$ cat config.mk
export PLATFORM = sky130hd
export DESIGN_NAME = div_mod_seq_flat
export DESIGN_NICKNAME = d
export VERILOG_FILES = /design/src/rtl/cpu_div_pkg.sv /design/src/rtl/div_mod_seq_if.sv /design/src/rtl/div_step.sv /design/src/rtl/div_mod_seq.sv /design/src/flat_wrapper.sv
export SDC_FILE = /design/constraint.sdc
export NUM_CORES = 1
export LEC_CHECK = 0
export ABC_AREA = 1
export CAP_MARGIN = 20
export CORE_UTILIZATION = 52
export CTS_BUF_LIST = sky130_fd_sc_hd__clkbuf_2
export DETAILED_ROUTE_END_ITERATION = 16
export DONT_BUFFER_PORTS = 1
export PLACE_DENSITY = 0.66
export SETUP_SLACK_MARGIN = 0.3
export SLEW_MARGIN = 20
export SYNTH_ARGS = -nofsm -noshare
export SYNTH_HDL_FRONTEND = slang
export SYNTH_SLANG_ARGS = --single-unit
$ cat constraint.sdc
create_clock -name clk -period 3.8 [get_ports clk]
set_clock_uncertainty 0.05 [all_clocks]
set_input_delay 0.38 -clock clk [delete_from_list [all_inputs] [get_ports clk]]
set_output_delay 0.38 -clock clk [all_outputs]
set_load 0.02 [all_outputs]
$ cat src/rtl/cpu_div_pkg.sv
// Shared types and constants for the sequential divide/modulo unit.
// Flag layout matches the other ALU units.
package cpu_div_pkg;

  typedef enum logic [1:0] {IDLE, RUN, DONE} div_state_t;

  localparam logic OP_MOD = 1'b0;
  localparam logic OP_DIV = 1'b1;

  localparam int unsigned FLG_N = 3;
  localparam int unsigned FLG_Z = 2;
  localparam int unsigned FLG_C = 1;
  localparam int unsigned FLG_V = 0;

  // N and C are always clear for this unsigned unit.
  function automatic logic [3:0] make_flags(input logic zero, input logic ovf);
    logic [3:0] f;
    f        = '0;
    f[FLG_Z] = zero;
    f[FLG_V] = ovf;
    return f;
  endfunction

endpackage

$ cat src/rtl/div_mod_seq_if.sv
// Request/response bundle between the execute stage (master) and the divide unit (slave).
interface div_mod_seq_if #(
  parameter int unsigned n = 32
) ();
  logic         in_valid;
  logic         in_ready;
  logic         op;
  logic [n-1:0] a;
  logic [n-1:0] b;
  logic         out_valid;
  logic         out_ready;
  logic [n-1:0] c;
  logic [3:0]   banderas;
  logic         busy;

  modport master (
    output in_valid, op, a, b, out_ready,
    input  in_ready, out_valid, c, banderas, busy
  );

  modport slave (
    input  in_valid, op, a, b, out_ready,
    output in_ready, out_valid, c, banderas, busy
  );
endinterface

$ cat src/rtl/div_step.sv
// One restoring shift-subtract iteration: shift the next dividend bit into the
// partial remainder, subtract the divisor when it fits, and record the quotient bit.
module div_step #(
  parameter int unsigned n = 32
) (
  input  logic [n-1:0] rem,
  input  logic [n-1:0] quo,
  input  logic [n-1:0] b,
  output logic [n-1:0] rem_nxt,
  output logic [n-1:0] quo_nxt
);

  logic [n:0]   t;
  logic [n-1:0] diff;
  logic         ge;

  // When ge holds the true difference is below b, so its low n bits are exact.
  always_comb begin
    t       = {rem, quo[n-1]};
    ge      = (t >= {1'b0, b});
    diff    = t[n-1:0] - b;
    rem_nxt = ge ? diff : t[n-1:0];
    quo_nxt = {quo[n-2:0], ge};
  end

endmodule

$ cat src/rtl/div_mod_seq.sv
// Multi-cycle unsigned divide/modulo unit: one shift-subtract iteration per clock,
// results and flags registered and held until the consumer accepts them.
module div_mod_seq
  import cpu_div_pkg::*;
#(
  parameter int unsigned n = 32
) (
  input  logic         clk,
  input  logic         rst,
  div_mod_seq_if.slave bus
);

  localparam int unsigned CW = $clog2(n);

  div_state_t   state;
  logic [CW-1:0] cnt;
  logic [n-1:0] rem, quo, dvs;
  logic [n-1:0] rem_nxt, quo_nxt, res;
  logic         op_q;
  logic         in_ready_q, out_valid_q, busy_q;
  logic [n-1:0] c_q;
  logic [3:0]   flags_q;

  div_step #(.n(n)) u_step (
    .rem     (rem),
    .quo     (quo),
    .b       (dvs),
    .rem_nxt (rem_nxt),
    .quo_nxt (quo_nxt)
  );

  assign res = (op_q == OP_DIV) ? quo_nxt : rem_nxt;

  assign bus.in_ready  = in_ready_q;
  assign bus.out_valid = out_valid_q;
  assign bus.c         = c_q;
  assign bus.banderas  = flags_q;
  assign bus.busy      = busy_q;

  always_ff @(posedge clk) begin
    if (rst) begin
      state       <= IDLE;
      cnt         <= '0;
      rem         <= '0;
      quo         <= '0;
      dvs         <= '0;
      op_q        <= OP_MOD;
      in_ready_q  <= 1'b1;
      out_valid_q <= 1'b0;
      busy_q      <= 1'b0;
      c_q         <= '0;
      flags_q     <= '0;
    end else begin
      unique case (state)
        IDLE: begin
          if (bus.in_valid) begin
            in_ready_q <= 1'b0;
            busy_q     <= 1'b1;
            op_q       <= bus.op;
            dvs        <= bus.b;
            if (bus.b == '0) begin
              // Result is known now; out_valid follows one edge later in DONE.
              state   <= DONE;
              c_q     <= (bus.op == OP_DIV) ? '1 : bus.a;
              flags_q <= make_flags((bus.op == OP_MOD) && (bus.a == '0), 1'b1);
            end else begin
              state <= RUN;
              cnt   <= '0;
              rem   <= '0;
              quo   <= bus.a;
            end
          end
        end
        RUN: begin
          rem <= rem_nxt;
          quo <= quo_nxt;
          if (cnt == CW'(n - 1)) begin
            cnt         <= '0;
            state       <= DONE;
            out_valid_q <= 1'b1;
            c_q         <= res;
            flags_q     <= make_flags(res == '0, 1'b0);
          end else begin
            cnt <= cnt + 1'b1;
          end
        end
        DONE: begin
          if (!out_valid_q) begin
            out_valid_q <= 1'b1;
          end else if (bus.out_ready) begin
            state       <= IDLE;
            out_valid_q <= 1'b0;
            busy_q      <= 1'b0;
            in_ready_q  <= 1'b1;
          end
        end
        default: state <= IDLE;
      endcase
    end
  end

endmodule

$ cat src/flat_wrapper.sv
// flat-port wrapper written by rule: the top's interface ports become plain ports
module div_mod_seq_flat import cpu_div_pkg::*;
#(
  parameter int unsigned n = 32
)
  (clk, rst, bus_in_valid, bus_op, bus_a, bus_b, bus_out_ready, bus_in_ready, bus_out_valid, bus_c, bus_banderas, bus_busy);
  div_mod_seq_if #(.n(n)) bus_i ();
  input  logic clk;
  input  logic rst;
  input wire logic [$bits(bus_i.in_valid)-1:0] bus_in_valid;
  input wire logic [$bits(bus_i.op)-1:0] bus_op;
  input wire logic [$bits(bus_i.a)-1:0] bus_a;
  input wire logic [$bits(bus_i.b)-1:0] bus_b;
  input wire logic [$bits(bus_i.out_ready)-1:0] bus_out_ready;
  output wire logic [$bits(bus_i.in_ready)-1:0] bus_in_ready;
  output wire logic [$bits(bus_i.out_valid)-1:0] bus_out_valid;
  output wire logic [$bits(bus_i.c)-1:0] bus_c;
  output wire logic [$bits(bus_i.banderas)-1:0] bus_banderas;
  output wire logic [$bits(bus_i.busy)-1:0] bus_busy;
  assign bus_i.in_valid = bus_in_valid;
  assign bus_i.op = bus_op;
  assign bus_i.a = bus_a;
  assign bus_i.b = bus_b;
  assign bus_i.out_ready = bus_out_ready;
  assign bus_in_ready = bus_i.in_ready;
  assign bus_out_valid = bus_i.out_valid;
  assign bus_c = bus_i.c;
  assign bus_banderas = bus_i.banderas;
  assign bus_busy = bus_i.busy;
  div_mod_seq #(.n(n)) u_core (.clk(clk), .rst(rst), .bus(bus_i));
endmodule
==> qor.yml <==
cts-root-buf: "clkbuf_2"
crit_fanout: 24
powerDensity_mw_per_mm2: 684
place.gp.congestion: 1.10
yosys_register_bits: 141
hp-class: "input port to register"
critPathMaxStageDelay_ns: 0.57
utilization: 0.596
wl_met3_mm: 3.05
synth_warnings: 0
slew_headroom: 0.365
synth_cells: 1502
rrSetupSlack_ns: 0.44
max_cap_violations: 0
vias: 10100
antenna_found_initial: 1
routed.top_layer: "met4"
irDropWorstVdd_mv: 1.09
slew_violations: 0
place_hpwl_mm: 23.1
syn_area_mm2: 0.00917
drt_iter0_drc: 1097
start_util: 0.532
ios: 108
setup_viol: 0
h-tree-depth: 4
cp.arrival_ns: 3.99
crit_chain: "ha_1, nand2_1, nor2_1, nand3_1, nor2_1, nand2_1, nor2_2, nor2_4, nand2_4, buf_12, nand3_1, nand3_1, nand2_1, o221ai_1, a21oi_1, dlygate4sd3_1"
clkSlewWorstSetupHoldPaths_ns: 0.23
grt_pass1_vias: 9124
synth.distinct_cells: 44
ant_nets: 0
fillCellCount: 1719
cts_tree: "yes"
hold_violations: 0
min_period_ns: 3.36
synthArstFlopShare: 0
syn2layout_area_growth_pct: 12.0
final_cells: 1777
tns_ns: 0
status: "finished clean"
die_height_um: 135
ys.flop_type: "dfxtp_1"
grt_usage: 0.360
synth_top_cell_area_share: 0.308
met2_length_mm: 13.9
clock_sinks: 141
final_cell_mix: "nand2_1 (460), inv_1 (192), dfxtp_1 (141)"
startpoint_type: "register"
grt-ovfl-total: 0
ys_seq_area_frac: 0.308
synth.area.top_cells: "dfxtp_1 (31%), nand2_1 (19%), inv_1 (7.9%)"
drive_gt1_frac: 0.0580
wl_per_cell_um: 18.0
path_class: "register to register"
insertion_delay_ns: 0.78
synth_edf_count: 0
fmax_ghz: 0.298
fin_nets: 1642
cp_slowest_cell: "dlygate4sd3_1"
drcViolationCount: 0
placed_cells: 1670
grt_max_degree: 75
core-area_mm2: 0.0172
die_w_um: 135
critPathCaptureType: "register"
cts_buffer_depth: 2
io_buffer_count: 0
wl_met1_mm: 13.8
grt_pass1_wl_mm: 49.9
drt_pass1_iterations: 7
numCtsBuffers: 17
cp_data_required_time_ns: 4.43
vias_per_cell: 5.68
rsz0062_at_grt: "false"
leakagePower_nw: 4.97
final_common_cell: "nand2_1"
worstMarginPinSlew_ns: 0.952
yosysTopAreaCell: "dfxtp_1"
fin_crit_sh: 0.884
drt_wl_total_mm: 32.0
die_area_mm2: 0.0182
rows: 48
avgSynthCellArea_um2: 6.10
-- power breakdown --
group / internal, W / total, W / switching [W]
Clock: 0.000250 / 0.000877 / 0.000628
Sequential: 0.00192 / 0.00243 / 0.000505
Combinational: 0.00111 / 0.00372 / 0.00261
Total: 0.00328 / 0.00703 / 0.00375
-- kinds of logic after synthesis --
kind of cell	count (synthesis)	synth area share
XOR/XNOR	15	0.0143
AND/OR/NAND/NOR	738	0.335
AO/OA/AOI/OAI	302	0.180
adder cells (fa/ha/maj)	35	0.0486
other	1	0.000409
flip-flops	141	0.308
buffers and inverters	270	0.114
-- sequential cells by signal, summed over array words and instances, names as in the netlist, 2 cells and up --
register             flops
u_core.rem              32
u_core.state             2
u_core.quo              32
u_core.dvs              32
u_core.bus.banderas      2
u_core.cnt               5
u_core.bus.c            32
-- layer usage --
metal | track usage | vias up
met3 | 0.0818 | 90
li1 | - | 4920
met5 | 0 | -
met1 | 0.478 | 4567
met2 | 0.562 | 511
met4 | 0.148 | 0
-- Yosys cell counts (12+ instances only) --
cell type,count
a21oi_1,120
a31oi_1,31
clkbuf_1,57
dfxtp_1,141
ha_1,34
inv_1,194
nand2_1,460
nand3_1,96
nor2_1,114
nor4_1,16
o211ai_1,18
o21ai_0,102
o21ai_1,12
or2_2,22
xor2_1,13
-- worst max-delay path, delay by kind of cell (launching register included) --
kind	cells	cell delay, ns
and+or+nand+nor	11	1.41
buffers and inverters	2	0.74
adders and majority gates	1	0.40
DFF	1	0.42
AOI/OAI and AO/OA	2	0.26
-- metrics by stage --
step	hold WS [ns]	power (W)	area, um^2	setup WS (ns)
after CTS	0.000408	0.00692	10200	0.321
after detailed placement	0.406	0.00597	9290	0.527
after global routing	0.0145	0.00754	10300	0.302
after global placement	0.398	0.00598	9290	0.485
final	0.0165	0.00703	10300	0.440
after floorplan	0.385	0.00497	9170	1.44
-- layout make-up --
| class | instances | area (um^2) | area share |
|---|---|---|---|
| flip-flops and latches | 141 | 2820 | 0.275 |
| well taps | 225 | 282 | 0.0274 |
| clock buffers | 20 | 100 | 0.00975 |
| multi-input cells | 1092 | 5320 | 0.518 |
| inverters | 198 | 743 | 0.0724 |
| diodes | 1 | 2.50 | 0.000244 |
| repair buffers | 88 | 883 | 0.0860 |
| clock inverters | 12 | 115 | 0.0112 |
-- worst paths after layout --
path / startpoint / endpoint / cells past startpoint
worst max-delay path: u_core.rem[6] / u_core.bus.c[31] / 16
worst min-delay path: bus_a[20] / u_core.bus.banderas[2] / 5
worst max register to register: u_core.rem[6] / u_core.bus.c[31] / 16
worst min register to register: u_core.dvs[10] / u_core.dvs[10] / 2
-- what timing repair did --
item / in CTS / in global routing
gates resized for setup: 0 / 3
buffers inserted: 0 / 2
endpoints found under the hold margin: 140 / 0
hold buffers: 72 / 0
setup endpoints to repair: 0 / 3
No activity file was read; power rests on OpenSTA's default activity.
